[config.mk]
export PLATFORM = sky130hd
export DESIGN_NAME = fft32_twiddle_mul
export DESIGN_NICKNAME = d
export VERILOG_FILES = /design/src/rtl/fft32_twiddle_mul.sv
export SDC_FILE = /design/constraint.sdc
export NUM_CORES = 2
export LEC_CHECK = 0
export CORE_ASPECT_RATIO = 1.1
export CORE_UTILIZATION = 43
export DETAILED_ROUTE_END_ITERATION = 10
export PLACE_DENSITY = 0.69
export SLEW_MARGIN = 5
export SYNTH_ARGS = -nofsm -noshare
export SYNTH_HDL_FRONTEND = slang
export SYNTH_SLANG_ARGS = --single-unit
export TNS_END_PERCENT = 5
[constraint.sdc]
create_clock -name clk -period 22 [get_ports clk]
set_input_delay 3.3 -clock clk [delete_from_list [all_inputs] [get_ports clk]]
set_output_delay 3.3 -clock clk [all_outputs]
set_load 0.01 [all_outputs]
[src/rtl/fft32_twiddle_mul.sv]
// Complex sample x twiddle multiplier for a 32-point FFT stage.
// Three-stage pipeline (ROM wait, multiply, round/saturate) sharing a single advance enable.
module fft32_twiddle_mul #(
    parameter int DW  = 16,
    parameter int TWW = 18
) (
    input  logic                  clk,
    input  logic                  rst_n,
    input  logic                  in_valid,
    output logic                  in_ready,
    input  logic signed [DW-1:0]  in_re,
    input  logic signed [DW-1:0]  in_im,
    input  logic                  in_last,
    input  logic [4:0]            tw_step,
    output logic [4:0]            tw_addr,
    input  logic signed [TWW-1:0] tw_re,
    input  logic signed [TWW-1:0] tw_im,
    output logic                  out_valid,
    input  logic                  out_ready,
    output logic signed [DW-1:0]  out_re,
    output logic signed [DW-1:0]  out_im,
    output logic                  out_last,
    output logic                  sat_flag
);

    localparam int PW = DW + TWW + 1;
    localparam int RW = PW - 10;
    localparam logic signed [RW-1:0] MAX_R = RW'((2 ** (DW - 1)) - 1);
    localparam logic signed [RW-1:0] MIN_R = RW'(-(2 ** (DW - 1)));

    // Round half up on 10 fractional twiddle bits.
    function automatic logic signed [RW-1:0] rnd(input logic signed [PW-1:0] p);
        logic signed [PW-1:0] t;
        t = p + PW'(512);
        return RW'(t >>> 10);
    endfunction

    function automatic logic is_sat(input logic signed [RW-1:0] r);
        return (r > MAX_R) || (r < MIN_R);
    endfunction

    function automatic logic signed [DW-1:0] clip(input logic signed [RW-1:0] r);
        if (r > MAX_R) return MAX_R[DW-1:0];
        if (r < MIN_R) return MIN_R[DW-1:0];
        return r[DW-1:0];
    endfunction

    logic       adv, accept;
    logic       frame_start;
    logic [4:0] phase, step_q, step_sel, idx_p1;
    logic       vld_p1, vld_p2;

    logic signed [DW-1:0] re_p1, im_p1;
    logic                 last_p1, last_p2;
    logic signed [PW-1:0] pr_p2, pi_p2;

    logic signed [PW-1:0] a_re, a_im, b_re, b_im, pr_nx, pi_nx;
    logic signed [RW-1:0] rnd_re, rnd_im;

    assign adv      = ~out_valid | out_ready;
    assign accept   = in_valid & adv;
    assign in_ready = adv;
    assign step_sel = frame_start ? tw_step : step_q;
    // While stalled, keep re-addressing S1's index so the registered ROM stays aligned with it.
    assign tw_addr  = adv ? phase : idx_p1;

    always_comb begin
        a_re   = PW'(re_p1);
        a_im   = PW'(im_p1);
        b_re   = PW'(tw_re);
        b_im   = PW'(tw_im);
        pr_nx  = a_re * b_re - a_im * b_im;
        pi_nx  = a_re * b_im + a_im * b_re;
        rnd_re = rnd(pr_p2);
        rnd_im = rnd(pi_p2);
    end

    always_ff @(posedge clk or negedge rst_n) begin
        if (!rst_n) begin
            phase       <= '0;
            step_q      <= '0;
            frame_start <= 1'b1;
        end else if (accept) begin
            if (frame_start) step_q <= tw_step;
            if (in_last) begin
                phase       <= '0;
                frame_start <= 1'b1;
            end else begin
                phase       <= phase + step_sel;
                frame_start <= 1'b0;
            end
        end
    end

    always_ff @(posedge clk or negedge rst_n) begin
        if (!rst_n) begin
            vld_p1    <= 1'b0;
            vld_p2    <= 1'b0;
            idx_p1    <= '0;
            out_valid <= 1'b0;
            out_last  <= 1'b0;
            out_re    <= '0;
            out_im    <= '0;
            sat_flag  <= 1'b0;
        end else if (adv) begin
            vld_p1    <= accept;
            idx_p1    <= phase;
            vld_p2    <= vld_p1;
            out_valid <= vld_p2;
            out_last  <= vld_p2 & last_p2;
            out_re    <= clip(rnd_re);
            out_im    <= clip(rnd_im);
            if (vld_p2 && (is_sat(rnd_re) || is_sat(rnd_im))) sat_flag <= 1'b1;
        end
    end

    // S1 sample capture / S2 full-precision products
    always_ff @(posedge clk) begin
        if (adv) begin
            re_p1   <= in_re;
            im_p1   <= in_im;
            last_p1 <= in_last;
            pr_p2   <= pr_nx;
            pi_p2   <= pi_nx;
            last_p2 <= last_p1;
        end
    end

endmodule

**Word level (Yosys, flattened, before mapping)**

Cells that the tools add are included.

- Flip-flop bits (word level): 157
- Bits in latches: 0
- Memory bits (writable): 0
- Bits in read-only memories: 0
- Input bits: 78
- Output and inout port bits: 41
- Logic and storage cells: 61
- Memories kept: 0

- $add $sub $neg: 5
- $mul: 4
- Divide/modulo/power cells: 0
- $lt $le $gt $ge: 4
- Equal/unequal tests: 0
- Shift-type cells: 0
- Multiplexer cells: 22
- Bitwise operators: 4
- Reductions and logical operators: 5

Operators by type and width:

| kind | count |
|---|---|
| multiplier 16 x 18 -> 34 bit | 4 |
| 2-to-1 mux 16 bit | 8 |
| adder 35 x 11 -> 35 bit, second input constant | 2 |
| > comparator 25 x 16 -> 1 bit, second input constant | 2 |
| less-than comparator 25 x 16 -> 1 bit, second input constant | 2 |
| adder 34 x 34 -> 35 bit | 1 |
| subtractor 34 x 34 -> 35 bit | 1 |
| 2-to-1 mux 5 bit | 3 |
| 2-to-1 mux 1 bit | 11 |
| adder 5 bit | 1 |
| logical OR 1 bit | 3 |
| AND 1 bit | 2 |
| AND reduction 2 bit | 1 |
| logical AND 1 bit | 1 |
| NOT 1 bit | 1 |
| OR 1 bit | 1 |

**Logic depth before layout (Yosys ltp)**

- Depth after elaboration: 8
- Gate-level depth with buffers: 29

**Least setup slack after synthesis**

OpenSTA, ideal clock, no wires.

- Path type: input to register
- From: in tw_im[17]
- To: reg pr_p2[29] (data pin)
- Setup time: 258 ps
- Arrival time: 10345 ps
- Data required time: 21742 ps
- Slack: 11397 ps
- Stages: 25
- Path buffers: 2
- Path through: clkbuf_1 > clkbuf_1 > nand2_1 > inv_1 > fa_1 > fa_1 > fa_1 > inv_1 > fa_1 > fa_1 > fa_1 > fa_1 > inv_1 > fa_1 > inv_1 > ha_1 > and4_1 > a221o_1 > a31oi_1 > and3_1 > a21oi_1 > nor3_1 > o21bai_1 > a21o_1 > xor2_1

- Word-level cells in the longest chain between the ends: 2

Ends and longest elaborated chain:

| item | RTL line | RTL |
|---|---|---|
| start: declaration | 17 | `input logic signed [TWW-1:0] tw_im,` |
| multiplier 16 x 18 -> 34 bit | 72 | `pr_nx = a_re * b_re - a_im * b_im;` |
| subtractor 34 x 34 -> 35 bit | 72 |  |
| via pr_nx[29] | 57 | `logic signed [PW-1:0] a_re, a_im, b_re, b_im, pr_nx, pi_nx;` |
| end signal: assignment | 123 | `pr_p2 <= pr_nx;` |
| end: declaration | 55 | `logic signed [PW-1:0] pr_p2, pi_p2;` |

The timed path passes the listed nets, and every way through them passes these cells.
A chain may end at the register's enable or synchronous reset.

**Worst setup path after layout**

Ends and elaborated chain as after synthesis.

==> flow_summary.toml <==
[run_status]
outcome = "complete, no violations"

[worst_setup_path]
slowest_stage = "inv_1"
cpLargestDelayFamily = "adder cells"
critPathBufInv = 8
crit_required_ns = 22.26
cp.arrival_ns = 11.57
crit_fanout = 31
rrSetupSlack_ns = 13.42
slowest_delay_ns = 0.61
end_kind = "register"
path_common_cell = "fa_1"
cp-start-kind = "input port"
worstSetupPathType = "input port to register"

[grt]
grt_max_degree = 70
grt_pass1_vias = 36700
grt_pass1_wl_mm = 198
antenna_found_initial = 3
grtUsageTotal = 0.220
grt_overflow = 0

[timing]
setup_violations = 0
worst_pin_slew_ns = 1.24
skew_ns = 0.0252
fmax_ghz = 0.0884
timing.final.crit_period_ns = 11.31
hold_viol = 0
fin_setup_tns_ns = 0
fin_crit_sh = 0.514
rsz0062_at_grt = "false"
finalMaxSlewViolations = 0
slew_headroom = 0.174

[die]
die_area_um2 = 116000
io_pins = 119
rows = 130
die_w_um = 325
die_y_um = 358
initial_core_util = 0.433
core_area_um2 = 114000

[min_path]
min_path_type = "register to register"

[clock_tree]
post_cts_buffers = 0
cts_inserted_buffers = 17
clk_path_buf_depth = 2
cts_resized = 0
htree_levels = 4
clockRootBuffer = "clkbuf_16"
hold_buffers = 0
cts_tree = "done"
clkTransAtPathRegs_ns = 0.08
clk_latency_ns = 0.52
clkSinkCount = 139

[run]
maxCapViolations = 0

[logic_synthesis]
synth_ff_type = "edfxtp_1"
synth_nets = 6779
ys_async_sr_fraction = 0.381
ys_types = 69
yosys_register_bits = 139
syn_area_um2 = 49500
synth-edff-count = 86
syn_area_per_cell_um2 = 9.72
ys_seq_area_frac = 0.0790
syn-instance-count = 5088
ys.warnings.count = 0

[detailed_routing]
wl_per_cell_um = 18.2
drc_errors = 0
wl_mm = 120
via_per_inst = 5.02
via_count = 33100
drtPass1Iterations = 5
ant_nets = 0
drtIter0Drc = 1821

[final_layout]
fill_cells = 10900
n_antenna_cell = 0
area_delta_synth_final_pct = 6.42
fin_util = 0.461
drive_gt1_frac = 0.0296
nNetsFinal = 6746

[placed_design]
portBuffers = 118
hpwl_mm = 90.5
gp_congestion = 0.847
==> per-stage QoR <==
stage                     hold WS [ns]  cell area, µm²  worst slack, ns  cells
after floorplan                  0.400           49500            11.40   5088
after global placement           0.404           52100            10.30   6554
after detailed placement         0.410           52100            10.15   6554
after CTS                        0.427           52600            10.71   6586
after global routing             0.457           52600            10.26   6586
final                            0.424           52600            10.69   6586
==> registers in the layout, summed over array words and instances (netlist names), 5 cells and up <==
name / cells
im_p1: 16
re_p1: 16
idx_p1: 5
out_im: 16
pi_p2: 26
phase: 5
pr_p2: 26
out_re: 16
step_q: 5
==> logic make-up after synthesis <==
group / count (synthesis) / share of synthesized area
flip-flops: 139 / 0.0790
XOR/XNOR: 122 / 0.0216
adder cells (fa/ha/maj): 1613 / 0.604
AO/OA/AOI/OAI: 187 / 0.0267
AND/OR/NAND/NOR: 1372 / 0.139
buffers and inverters: 1640 / 0.126
multiplexers: 15 / 0.00334
==> per-layer routing <==
metal  wire length [µm]  global-route usage  vias to the layer above
met5                 41                   0                        -
met4               5220              0.0943                        6
met3               7470              0.0315                      227
met2              59800               0.373                     1045
met1              47400               0.281                    17400
li1                   -                   -                    14400
==> final timing paths <==
path,start,endpoint,cells past startpoint
worst max-delay path,tw_im[17],pr_p2[29],27
worst min-delay path,last_p1,last_p2,0
worst max register to register,im_p1[1],pr_p2[29],26
worst min register to register,last_p1,last_p2,0
max in group asynchronous,rst_n,out_re[13],2
min in group asynchronous,rst_n,phase[1],2
==> cell usage after synthesis (12+ instances only) <==
| master | instances | area (µm²) |
|---|---|---|
| o21a_1 | 36 | 270 |
| a21oi_1 | 43 | 215 |
| mux2_2 | 12 | 135 |
| and2_1 | 556 | 3480 |
| nor3_1 | 21 | 105 |
| nand4_1 | 13 | 81.3 |
| a21o_1 | 15 | 113 |
| o21ai_0 | 19 | 95.1 |
| fa_1 | 1293 | 25900 |
| xnor2_1 | 84 | 736 |
| edfxtp_1 | 86 | 2580 |
| ha_1 | 320 | 4000 |
| nor2_1 | 88 | 330 |
| nand3_1 | 25 | 125 |
| dfrtp_1 | 52 | 1300 |
| inv_1 | 1399 | 5250 |
| xor2_1 | 38 | 333 |
| nand2b_1 | 35 | 219 |
| o211ai_1 | 25 | 188 |
| nand2_1 | 594 | 2230 |
| clkbuf_1 | 220 | 826 |
==> layout by cell type (no fill, tap or decap), types with 4 or more instances in the layout <==
master,instances
clkbuf_16,17
nor2_1,88
o21ai_0,19
o21a_1,36
edfxtp_1,86
dfrtp_1,52
a21oi_1,43
nor3_1,21
ha_1,320
o211ai_1,25
nand2b_1,35
a21o_1,15
buf_4,69
inv_1,1399
nand4_1,13
and3_1,9
buf_2,7
nand2_1,594
fa_1,1293
o211ai_2,9
inv_6,7
xor2_1,38
a21boi_0,4
clkdlybuf4s50_1,111
nand3_1,25
xnor2_1,84
a31oi_1,5
and2_1,556
o21bai_1,5
inv_8,4
mux2_2,12
nor2b_1,10
==> layout make-up <==
type | count | area [µm²] | area share
clock buffers | 17 | 425 | 0.00808
clock inverters | 15 | 140 | 0.00266
inverters | 1401 | 5260 | 0.100
multi-input cells | 3309 | 39300 | 0.747
flip-flops and latches | 139 | 3910 | 0.0743
well taps | 1518 | 1900 | 0.0361
repair buffers | 187 | 1660 | 0.0316
Power is left out: the tool's default activity adds up to more than one toggle a clock period on the data nets, which glitch-free logic cannot reach.
